==> src/rtl/nona_pkg.sv <==
`default_nettype none
// ============================================================================
//  Module      : nona_pkg
//  Description : Shared defaults and types for the nine-core scheduler:
//                core count and data width defaults, a 4-bit core index
//                type and the operand/result data type.
//  Revision    : 1.0  initial release
// ============================================================================
package nona_pkg;

    localparam int c_NUM_CORES = 9;
    localparam int c_DATA_W    = 8;

    typedef logic [3:0]          core_id_t;
    typedef logic [c_DATA_W-1:0] data_t;

endpackage : nona_pkg
`default_nettype wire

==> src/rtl/nona_id_fifo.sv <==
`default_nettype none
// ============================================================================
//  Module      : nona_id_fifo
//  Description : Synchronous FIFO of core indices. It records the issue order
//                so that results can be returned in that order.
//                Push and pop may occur in the same cycle.
//  Ports       : clk, rst    clock, asynchronous active-high reset
//                i_push      write i_data (ignored when full without a pop)
//                i_data      core index to enqueue
//                i_pop       drop the head entry (ignored when empty)
//                o_head      oldest entry
//                o_empty     no entries
//                o_full      DEPTH entries
//  Revision    : 1.0  initial release
// ============================================================================
module nona_id_fifo
    import nona_pkg::*;
#(
    parameter int DEPTH = c_NUM_CORES
) (
    input  logic     clk,
    input  logic     rst,
    input  logic     i_push,
    input  core_id_t i_data,
    input  logic     i_pop,
    output core_id_t o_head,
    output logic     o_empty,
    output logic     o_full
);

    localparam int c_PW = (DEPTH > 1) ? $clog2(DEPTH) : 1;
    localparam int c_CW = $clog2(DEPTH + 1);
    localparam logic [c_PW-1:0] c_LAST = c_PW'(DEPTH - 1);

    core_id_t        r_mem [DEPTH];
    logic [c_PW-1:0] r_wr;
    logic [c_PW-1:0] r_rd;
    logic [c_CW-1:0] r_cnt;

    logic w_do_push;
    logic w_do_pop;

    assign o_empty   = (r_cnt == '0);
    assign o_full    = (r_cnt == c_CW'(DEPTH));
    assign o_head    = r_mem[r_rd];
    // A full FIFO may still take a push when the head leaves in the same cycle.
    assign w_do_push = i_push & (~o_full | i_pop);
    assign w_do_pop  = i_pop & ~o_empty;

    always_ff @(posedge clk or posedge rst) begin
        if (rst) begin
            r_wr  <= '0;
            r_rd  <= '0;
            r_cnt <= '0;
            for (int i = 0; i < DEPTH; i++) begin
                r_mem[i] <= '0;
            end
        end else begin
            if (w_do_push) begin
                r_mem[r_wr] <= i_data;
                r_wr        <= (r_wr == c_LAST) ? '0 : r_wr + c_PW'(1);
            end
            if (w_do_pop) begin
                r_rd <= (r_rd == c_LAST) ? '0 : r_rd + c_PW'(1);
            end
            if (w_do_push && !w_do_pop) begin
                r_cnt <= r_cnt + c_CW'(1);
            end else if (!w_do_push && w_do_pop) begin
                r_cnt <= r_cnt - c_CW'(1);
            end
        end
    end

endmodule : nona_id_fifo
`default_nettype wire

==> src/rtl/nona_core_scheduler.sv <==
`default_nettype none
// ============================================================================
//  Module      : nona_core_scheduler
//  Description : Shares an input byte stream among NUM_CORES processing
//                cores. Each accepted byte goes to a free core chosen
//                round-robin. Results are captured per core and returned
//                in the original issue order.
//  Ports       : clk, reset              clock, asynchronous active-high reset
//                in_data/in_valid/in_ready   operand stream in
//                out_data/out_valid/out_ready result stream out (issue order)
//                core_start/core_operand     one-hot start pulse + shared operand
//                core_busy/core_done/core_result  per-core status and results
//                active_count            cores dispatched and not yet retired
//                err                     sticky protocol-error flag
//  Revision    : 1.0  initial release
// ============================================================================
module nona_core_scheduler
    import nona_pkg::*;
#(
    parameter int NUM_CORES = c_NUM_CORES,
    parameter int DATA_W    = c_DATA_W
) (
    input  logic                        clk,
    input  logic                        reset,
    input  logic [DATA_W-1:0]           in_data,
    input  logic                        in_valid,
    output logic                        in_ready,
    output logic [DATA_W-1:0]           out_data,
    output logic                        out_valid,
    input  logic                        out_ready,
    output logic [NUM_CORES-1:0]        core_start,
    output logic [DATA_W-1:0]           core_operand,
    input  logic [NUM_CORES-1:0]        core_busy,
    input  logic [NUM_CORES-1:0]        core_done,
    input  logic [NUM_CORES*DATA_W-1:0] core_result,
    output logic [3:0]                  active_count,
    output logic                        err
);

    localparam int       c_IW      = $clog2(NUM_CORES);
    localparam core_id_t c_LAST_ID = core_id_t'(NUM_CORES - 1);

    // Registered state
    logic                 r_run;      // low during reset and the first cycle after it
    logic [NUM_CORES-1:0] r_owned;
    logic [NUM_CORES-1:0] r_res_vld;
    logic [NUM_CORES-1:0] r_start;
    logic [DATA_W-1:0]    r_operand;
    logic [DATA_W-1:0]    r_res_reg [NUM_CORES];
    core_id_t             r_rr_ptr;
    logic                 r_err;

    // Combinational
    logic [NUM_CORES-1:0] w_free;
    logic [NUM_CORES-1:0] w_capture;
    logic [NUM_CORES-1:0] w_err_ev;
    logic [NUM_CORES-1:0] w_acc_oh;
    logic [NUM_CORES-1:0] w_pop_oh;
    logic [DATA_W-1:0]    w_result [NUM_CORES];
    logic                 w_accept;
    logic                 w_pop;
    core_id_t             w_pick;
    core_id_t             w_rr_next;
    core_id_t             w_head;
    logic [c_IW-1:0]      w_head_idx;
    logic                 w_fifo_empty;
    logic                 w_fifo_full;
    logic [3:0]           w_active;

    for (genvar g = 0; g < NUM_CORES; g++) begin : g_slice
        assign w_result[g] = core_result[g*DATA_W +: DATA_W];
    end

    assign w_free    = ~r_owned & ~core_busy;
    assign w_capture = core_done & r_owned & ~r_res_vld;
    // A done from an idle core, or a second done before retirement, is dropped.
    assign w_err_ev  = core_done & (~r_owned | r_res_vld);

    // The full term is redundant with |w_free but keeps the FIFO safe by construction.
    assign in_ready  = r_run & (|w_free) & ~w_fifo_full;
    assign w_accept  = in_valid & in_ready;

    // Round-robin pick: scanning from farthest to nearest leaves the first
    // free core at or after r_rr_ptr (with wrap) as the winner.
    always_comb begin
        w_pick = '0;
        for (int i = NUM_CORES - 1; i >= 0; i--) begin
            if (w_free[c_IW'((int'(r_rr_ptr) + i) % NUM_CORES)]) begin
                w_pick = core_id_t'((int'(r_rr_ptr) + i) % NUM_CORES);
            end
        end
    end

    assign w_rr_next = (w_pick == c_LAST_ID) ? '0 : w_pick + core_id_t'(1);

    // Retire side: everything here comes from registers, not from inputs.
    assign w_head_idx = c_IW'(w_head);
    assign out_valid  = ~w_fifo_empty & r_res_vld[w_head_idx];
    assign out_data   = r_res_reg[w_head_idx];
    assign w_pop      = out_valid & out_ready;

    always_comb begin
        w_acc_oh = '0;
        w_pop_oh = '0;
        for (int k = 0; k < NUM_CORES; k++) begin
            w_acc_oh[k] = w_accept & (w_pick == core_id_t'(k));
            w_pop_oh[k] = w_pop & (w_head == core_id_t'(k));
        end
    end

    always_comb begin
        w_active = '0;
        for (int k = 0; k < NUM_CORES; k++) begin
            w_active = w_active + 4'(r_owned[k]);
        end
    end

    nona_id_fifo #(
        .DEPTH (NUM_CORES)
    ) u_order_fifo (
        .clk     (clk),
        .rst     (reset),
        .i_push  (w_accept),
        .i_data  (w_pick),
        .i_pop   (w_pop),
        .o_head  (w_head),
        .o_empty (w_fifo_empty),
        .o_full  (w_fifo_full)
    );

    // The accepted core is never the retiring head (head is owned, the pick
    // is free), and a capturing core cannot be retiring (its res_vld is 0),
    // so set and clear masks never collide on the same bit.
    always_ff @(posedge clk or posedge reset) begin
        if (reset) begin
            r_run     <= 1'b0;
            r_owned   <= '0;
            r_res_vld <= '0;
            r_start   <= '0;
            r_operand <= '0;
            r_rr_ptr  <= '0;
            r_err     <= 1'b0;
            for (int i = 0; i < NUM_CORES; i++) begin
                r_res_reg[i] <= '0;
            end
        end else begin
            r_run     <= 1'b1;
            r_start   <= w_acc_oh;
            r_owned   <= (r_owned | w_acc_oh) & ~w_pop_oh;
            r_res_vld <= (r_res_vld | w_capture) & ~w_pop_oh;
            if (w_accept) begin
                r_operand <= in_data;
                r_rr_ptr  <= w_rr_next;
            end
            for (int i = 0; i < NUM_CORES; i++) begin
                if (w_capture[i]) begin
                    r_res_reg[i] <= w_result[i];
                end
            end
            if (|w_err_ev) begin
                r_err <= 1'b1;
            end
        end
    end

    assign core_start   = r_start;
    assign core_operand = r_operand;
    assign active_count = w_active;
    assign err          = r_err;

endmodule : nona_core_scheduler
`default_nettype wire

==> config.mk <==
export PLATFORM = sky130hd
export DESIGN_NAME = nona_core_scheduler
export DESIGN_NICKNAME = d
export VERILOG_FILES = /design/src/rtl/nona_pkg.sv /design/src/rtl/nona_id_fifo.sv /design/src/rtl/nona_core_scheduler.sv
export SDC_FILE = /design/constraint.sdc
export NUM_CORES = 1
export LEC_CHECK = 0
export CAP_MARGIN = 10
export CORE_UTILIZATION = 50
export DETAILED_ROUTE_END_ITERATION = 8
export HOLD_SLACK_MARGIN = 0.12
export PLACE_DENSITY = 0.79
export REMOVE_ABC_BUFFERS = 1
export SYNTH_ARGS = -nofsm -noshare
export SYNTH_HDL_FRONTEND = slang
export SYNTH_SLANG_ARGS = --single-unit
==> constraint.sdc <==
create_clock -name clk -period 9.3 [get_ports clk]
set_input_delay 1.395 -clock clk [delete_from_list [all_inputs] [get_ports clk]]
set_output_delay 1.395 -clock clk [all_outputs]
set_load 0.02 [all_outputs]
==> flow_metrics.env, run 1 <==
export IMPL_yosysUniqueCellTypes=100
export IMPL_die_area_um2=26440
export IMPL_rsz0062_at_grt="false"
export IMPL_timing_fmax_mhz=134.5
export IMPL_synth_warnings=0
export IMPL_crit_path_end_kind="flop"
export IMPL_rows=58
export IMPL_layout_nets=1629
export IMPL_synth_top_area_share_pct=31.24
export IMPL_clkTransAtPathRegs_ns=0.07
export IMPL_fp_dieW_um=162.6
export IMPL_grt_use_total_pct=28.32
export IMPL_numPortBuffers=133
export IMPL_filler_cell_count=2136
export IMPL_drc=0
export IMPL_hold_buffers=0
export IMPL_first_pass_iters=5
export IMPL_maxCapViolations=0
export IMPL_async_flop_share_pct=100.0
export IMPL_critPathSlowestCell="xnor2_1"
export IMPL_cts_made_buffers=17
export IMPL_postSynthAreaPerCell_um2=9.539
export IMPL_htree_levels=4
export IMPL_cp_start_kind="flop"
export IMPL_synth_seq_cells=161
export IMPL_crit_top_cell="ha_1"
export IMPL_vias=11300
export IMPL_grt_pass1_vias=10970
export IMPL_worstSkewPairLatency_ns=0.43
export IMPL_tightest_slew_ns=1.116
export IMPL_grt_pass1_wl_mm=58.81
export IMPL_multi_input_area_um2=8308
export IMPL_root_buffer="clkbuf_16"
export IMPL_criticalPathCategory="reg -> reg"
export IMPL_relSlewSlack_pct=25.33
export IMPL_path_max_fanout=26
export IMPL_cts_tree="yes"
export IMPL_wl_per_cell_um=20.29
export IMPL_largest_reg_flops=72
export IMPL_status="finished clean"
export IMPL_area_growth_syn_to_layout_pct=17.42
export IMPL_cts_max_path_buffers=2
export IMPL_synth_ff_type="dfrtp_1"
export IMPL_yosysMostFrequentCell="dfrtp_1"
export IMPL_fin_tns_setup_ns=0
export IMPL_required_ns=9.65
export IMPL_io_pin_count=134
export IMPL_setup_viol=0
export IMPL_netlist_top_cells_area="dfrtp_1 (31%), mux2_2 (11%), ha_1 (6.1%)"
export IMPL_antenna_left=0
export IMPL_vias_per_cell=6.268
export IMPL_finalCriticalPeriod_ns=7.437
export IMPL_start_util_pct=51.07
export IMPL_grt_max_degree=91
export IMPL_antenna_found_initial=2
export IMPL_regArea_um2=4030
export IMPL_fp_coreArea_um2=25250
export IMPL_post_route_period_util_pct=79.97
export IMPL_synth_edff_count=0
export IMPL_clock_sinks=161
export IMPL_cts_setup_buffers=0
export IMPL_final_util_pct=59.97
export IMPL_cpPeakStageDelay_ns=0.60
export IMPL_synth_area_leader_cell="dfrtp_1"
export IMPL_synth_area_um2=12900
export IMPL_synth_cells=1352
export IMPL_post_cts_resized=0
export IMPL_overflow=0
export IMPL_drtIter0Drc=1049
export IMPL_finalMaxSlewViolations=0
export IMPL_ff2ff_setup_slack_ns=1.86
export IMPL_arrival_ns=7.79
export IMPL_drive_above_1_share_pct=17.47
export IMPL_finalWirelength_mm=36.57
export IMPL_hold_viol_final=0
export IMPL_min_delay_path_class="reg -> reg"
export IMPL_netlist_top_cells_count="dfrtp_1 (161), mux2_2 (126), nand2_1 (109), nor2_1 (97), a21oi_1 (66)"
export IMPL_die_y_um=162.6
export IMPL_gp_congestion=0.9707
export IMPL_hpwl_mm=26.76
export IMPL_synth_seq_area_share_pct=31.24
export IMPL_finClkSkew_ns=0.01023
-- cell type report --
type,instances,share of cell area (%)
Antenna cell,2,0.03305
Inverter,69,1.760
Clock inverter,15,1.421
Timing Repair Buffer,153,9.782
Tap cell,330,2.726
Sequential cell,161,26.61
Clock buffer,17,2.809
Multi-Input combinational cell,1056,54.86
-- per-stage QoR --
stage               cells  hold WS, ns  worst slack, ns  area, µm²
floorplan            1286       0.4548            1.510      12590
global placement     1769       0.4589            2.372      14500
detailed placement   1769       0.4662            2.090      14500
CTS                  1801       0.4836            2.046      15140
global route         1803       0.5073            1.423      15140
finish               1803       0.4784            1.863      15140
-- final timing paths --
kind                                                  start                                 to  cells after the start
min in group asynchronous                             reset  u_order_fifo.r_cnt[0]$_DFFE_PP0P_                      2
worst max register to register      r_rr_ptr[1]$_DFFE_PP0P_               r_owned[0]$_DFF_PP0_                     26
max in group asynchronous                             reset          r_res_reg[63]$_DFFE_PP0P_                      3
worst max-delay path                r_rr_ptr[1]$_DFFE_PP0P_               r_owned[0]$_DFF_PP0_                     26
worst min register to register  core_operand[4]$_DFFE_PP0P_        core_operand[4]$_DFFE_PP0P_                      2
worst min-delay path            core_operand[4]$_DFFE_PP0P_        core_operand[4]$_DFFE_PP0P_                      2
-- per-layer routing --
metal  vias to the layer above  routed length (µm)  track usage, %
met4                         0                1024           9.856
met1                      5543               15220           36.67
met3                        75                2653           5.093
met2                       466               17670           47.51
li1                       5218                   -               -
met5                         -                   0               0
-- cells in the final DEF, fill, tap and decap left out, types with 31 or more instances in the layout --
master / netlist / final
a21oi_1: 66 / 66
clkdlybuf4s50_1: 0 / 133
dfrtp_1: 161 / 160
ha_1: 63 / 63
inv_1: 62 / 61
mux2_2: 126 / 126
mux2i_1: 42 / 42
mux4_2: 31 / 31
nand2_1: 109 / 109
nor2_1: 97 / 97
o21ai_0: 57 / 56
-- worst max-delay path, delay by kind of cell, from the launching register on --
| family | cells | cell delay [ns] |
|---|---|---|
| flip-flops | 1 | 0.33 |
| adder cells (fa/ha/maj) | 4 | 1.26 |
| AND/OR/NAND/NOR | 6 | 1.13 |
| AO/OA/AOI/OAI | 9 | 2.28 |
| buffers and inverters | 6 | 1.76 |
| XOR/XNOR | 1 | 0.60 |
-- cells by family after synthesis --
| kind of cell | after synthesis | synth area share (%) |
|---|---|---|
| xor gates and xnor gates | 39 | 3.027 |
| AOI/OAI and AO/OA | 322 | 17.41 |
| muxes | 201 | 19.87 |
| other | 1 | 0.02908 |
| adders and majority gates | 69 | 7.043 |
| buffers and inverters | 135 | 4.404 |
| and+or+nand+nor | 424 | 16.98 |
| DFF | 161 | 31.24 |
Power of run 1 is left out: the tool's default activity adds up to more than one toggle a clock period on the data nets, which glitch-free logic cannot reach.
==> run 2, diff against run 1 <==
--- a/config.mk
+++ b/config.mk
@@ -9,7 +9,7 @@
 export CORE_UTILIZATION = 50
 export DETAILED_ROUTE_END_ITERATION = 8
 export HOLD_SLACK_MARGIN = 0.12
-export PLACE_DENSITY = 0.79
+export PLACE_DENSITY = 0.81
 export REMOVE_ABC_BUFFERS = 1
 export SYNTH_ARGS = -nofsm -noshare
 export SYNTH_HDL_FRONTEND = slang
==> constraint.sdc (replaced) <==
create_clock -name clk -period 6.5 [get_ports clk]
set_input_delay 0.975 -clock clk [delete_from_list [all_inputs] [get_ports clk]]
set_output_delay 0.975 -clock clk [all_outputs]
set_load 0.02 [all_outputs]
==> flow_metrics.env, run 2 (synthesis results as in run 1) <==
export IMPL_status="finished clean"
export IMPL_wl_per_cell_um=21.01
export IMPL_grt_max_degree=103
export IMPL_cts_max_path_buffers=2
export IMPL_root_buffer="clkbuf_16"
export IMPL_setup_viol=0
export IMPL_final_util_pct=60.47
export IMPL_met3_usage_pct=5.730
export IMPL_cts_made_buffers=17
export IMPL_rsz0062_at_grt="false"
export IMPL_fp_coreArea_um2=25250
export IMPL_relSlewSlack_pct=24.23
export IMPL_fin_tns_setup_ns=0
export IMPL_dp_cells=1782
export IMPL_finalCriticalPeriod_ns=6.135
export IMPL_die_y_um=162.6
export IMPL_start_util_pct=51.07
export IMPL_arrival_ns=6.48
export IMPL_drc=0
export IMPL_crit_path_end_kind="flop"
export IMPL_hold_buffers=0
export IMPL_final_cell_mix="dfrtp_1 (160), clkdlybuf4s50_1 (133), mux2_2 (126)"
export IMPL_worstSkewPairLatency_ns=0.43
export IMPL_rows=58
export IMPL_hold_viol_final=0
export IMPL_drive_above_1_share_pct=18.60
export IMPL_criticalPathCategory="reg -> reg"
export IMPL_die_area_um2=26440
export IMPL_filler_cell_count=2068
export IMPL_cp_start_kind="flop"
export IMPL_required_ns=6.85
export IMPL_tightest_slew_ns=1.137
export IMPL_numPortBuffers=133
export IMPL_gp_congestion=0.9903
export IMPL_met1_usage_pct=37.86
export IMPL_timing_fmax_mhz=163.0
export IMPL_finalMaxSlewViolations=0
export IMPL_path_max_fanout=14
export IMPL_hpwl_mm=28.36
export IMPL_grt_use_total_pct=29.64
export IMPL_grt_pass1_wl_mm=61.59
export IMPL_overflow=0
export IMPL_top_usage_layer="met2"
export IMPL_vias=11430
export IMPL_grt_pass1_vias=11510
export IMPL_drtIter0Drc=951
export IMPL_layout_nets=1642
export IMPL_finalNonFillerCells=1814
export IMPL_use_met2_pct=49.40
export IMPL_cts_tree="yes"
export IMPL_antenna_left=0
export IMPL_first_pass_iters=7
export IMPL_maxCapViolations=0
export IMPL_vias_per_cell=6.303
export IMPL_finClkSkew_ns=0.008568
export IMPL_clkTransAtPathRegs_ns=0.06
export IMPL_placed_area_um2=14610
export IMPL_min_delay_path_class="reg -> reg"
export IMPL_antenna_found_initial=0
export IMPL_io_pin_count=134
export IMPL_cts_setup_buffers=0
export IMPL_n_antenna_cell=0
export IMPL_clock_sinks=161
export IMPL_htree_levels=4
export IMPL_fp_dieW_um=162.6
export IMPL_final_common_cell="dfrtp_1"
export IMPL_finalWirelength_mm=38.11
export IMPL_largest_reg_flops=72
export IMPL_post_cts_resized=0
export IMPL_post_route_period_util_pct=94.39
export IMPL_final_area_um2=15270
export IMPL_area_growth_syn_to_layout_pct=18.41
-- run 2: cell types whose count changed in the layout (fill, tap and decap cells not counted), moves of 2 or more --
cell,change
buf_4,+12
ha_1,-2
diode_2,-2
clkbuf_8,+2
clkinv_2,+2
ha_2,+2
inv_8,-4
-- run 2: per-layer routing --
metal  vias up  part of all wire, %
met5         -                    0
li1       5246                    -
met2       538                   48
met4         0                  3.8
met1      5543                   41
met3       106                  7.3
-- run 2: final cells by class --
type                       instances  area (µm²)  area share (%)
sequential                       161        4030           26.39
tap                              330       412.9           2.704
timing repair buffer             166        1592           10.42
inverter                          69       266.5           1.745
clock inverter                    13       171.4           1.122
clock buffer                      19       452.9           2.966
multi-input combinational       1056        8347           54.65
-- run 2: critical path, stage by stage, from the launching register on --
cell and delay (ns):
dfrtp_1 0.44, clkinv_1 0.11, buf_4 0.19, ha_1 0.26, xnor2_4 0.28, inv_4 0.09, ha_1 0.21, nand2b_1 0.21
o21ai_4 0.24, xnor2_2 0.23, inv_1 0.12, ha_1 0.24, nor4b_1 0.35, o32a_1 0.23, a21oi_2 0.09, or4_1 0.48
o31ai_1 0.10, a2111o_1 0.25, nand3_1 0.18, a311o_1 0.33, a32o_1 0.22, a31o_2 0.32, inv_1 0.11, ha_1 0.21
nand2_1 0.08, or3_1 0.33, a21oi_1 0.16
-- run 2: path summary, 6_finish.rpt --
path / from / endpoint / slack (ns) / depth (start not counted)
setup / recovery: r_rr_ptr[1]$_DFFE_PP0P_ / r_owned[0]$_DFF_PP0_ / 0.36 / 26
hold / removal: core_operand[5]$_DFFE_PP0P_ / core_operand[5]$_DFFE_PP0P_ / 0.48 / 2
setup reg to reg: r_rr_ptr[1]$_DFFE_PP0P_ / r_owned[0]$_DFF_PP0_ / 0.36 / 26
hold reg to reg: core_operand[5]$_DFFE_PP0P_ / core_operand[5]$_DFFE_PP0P_ / 0.48 / 2
max in group asynchronous: reset / u_order_fifo.r_wr[2]$_DFFE_PP0P_ / 4.07 / 3
min in group asynchronous: reset / r_res_vld[5]$_DFF_PP0_ / 1.13 / 2
-- run 2: metrics by stage --
stage	setup WS (ns)	hold WS (ns)
final	0.3646	0.4791
after CTS	0.1663	0.4828
after floorplan	-1.290	0.4548
after detailed placement	0.2088	0.4663
after global placement	0.3140	0.4596
after global routing	0.009636	0.4990
Power of run 2 is left out for the same reason.
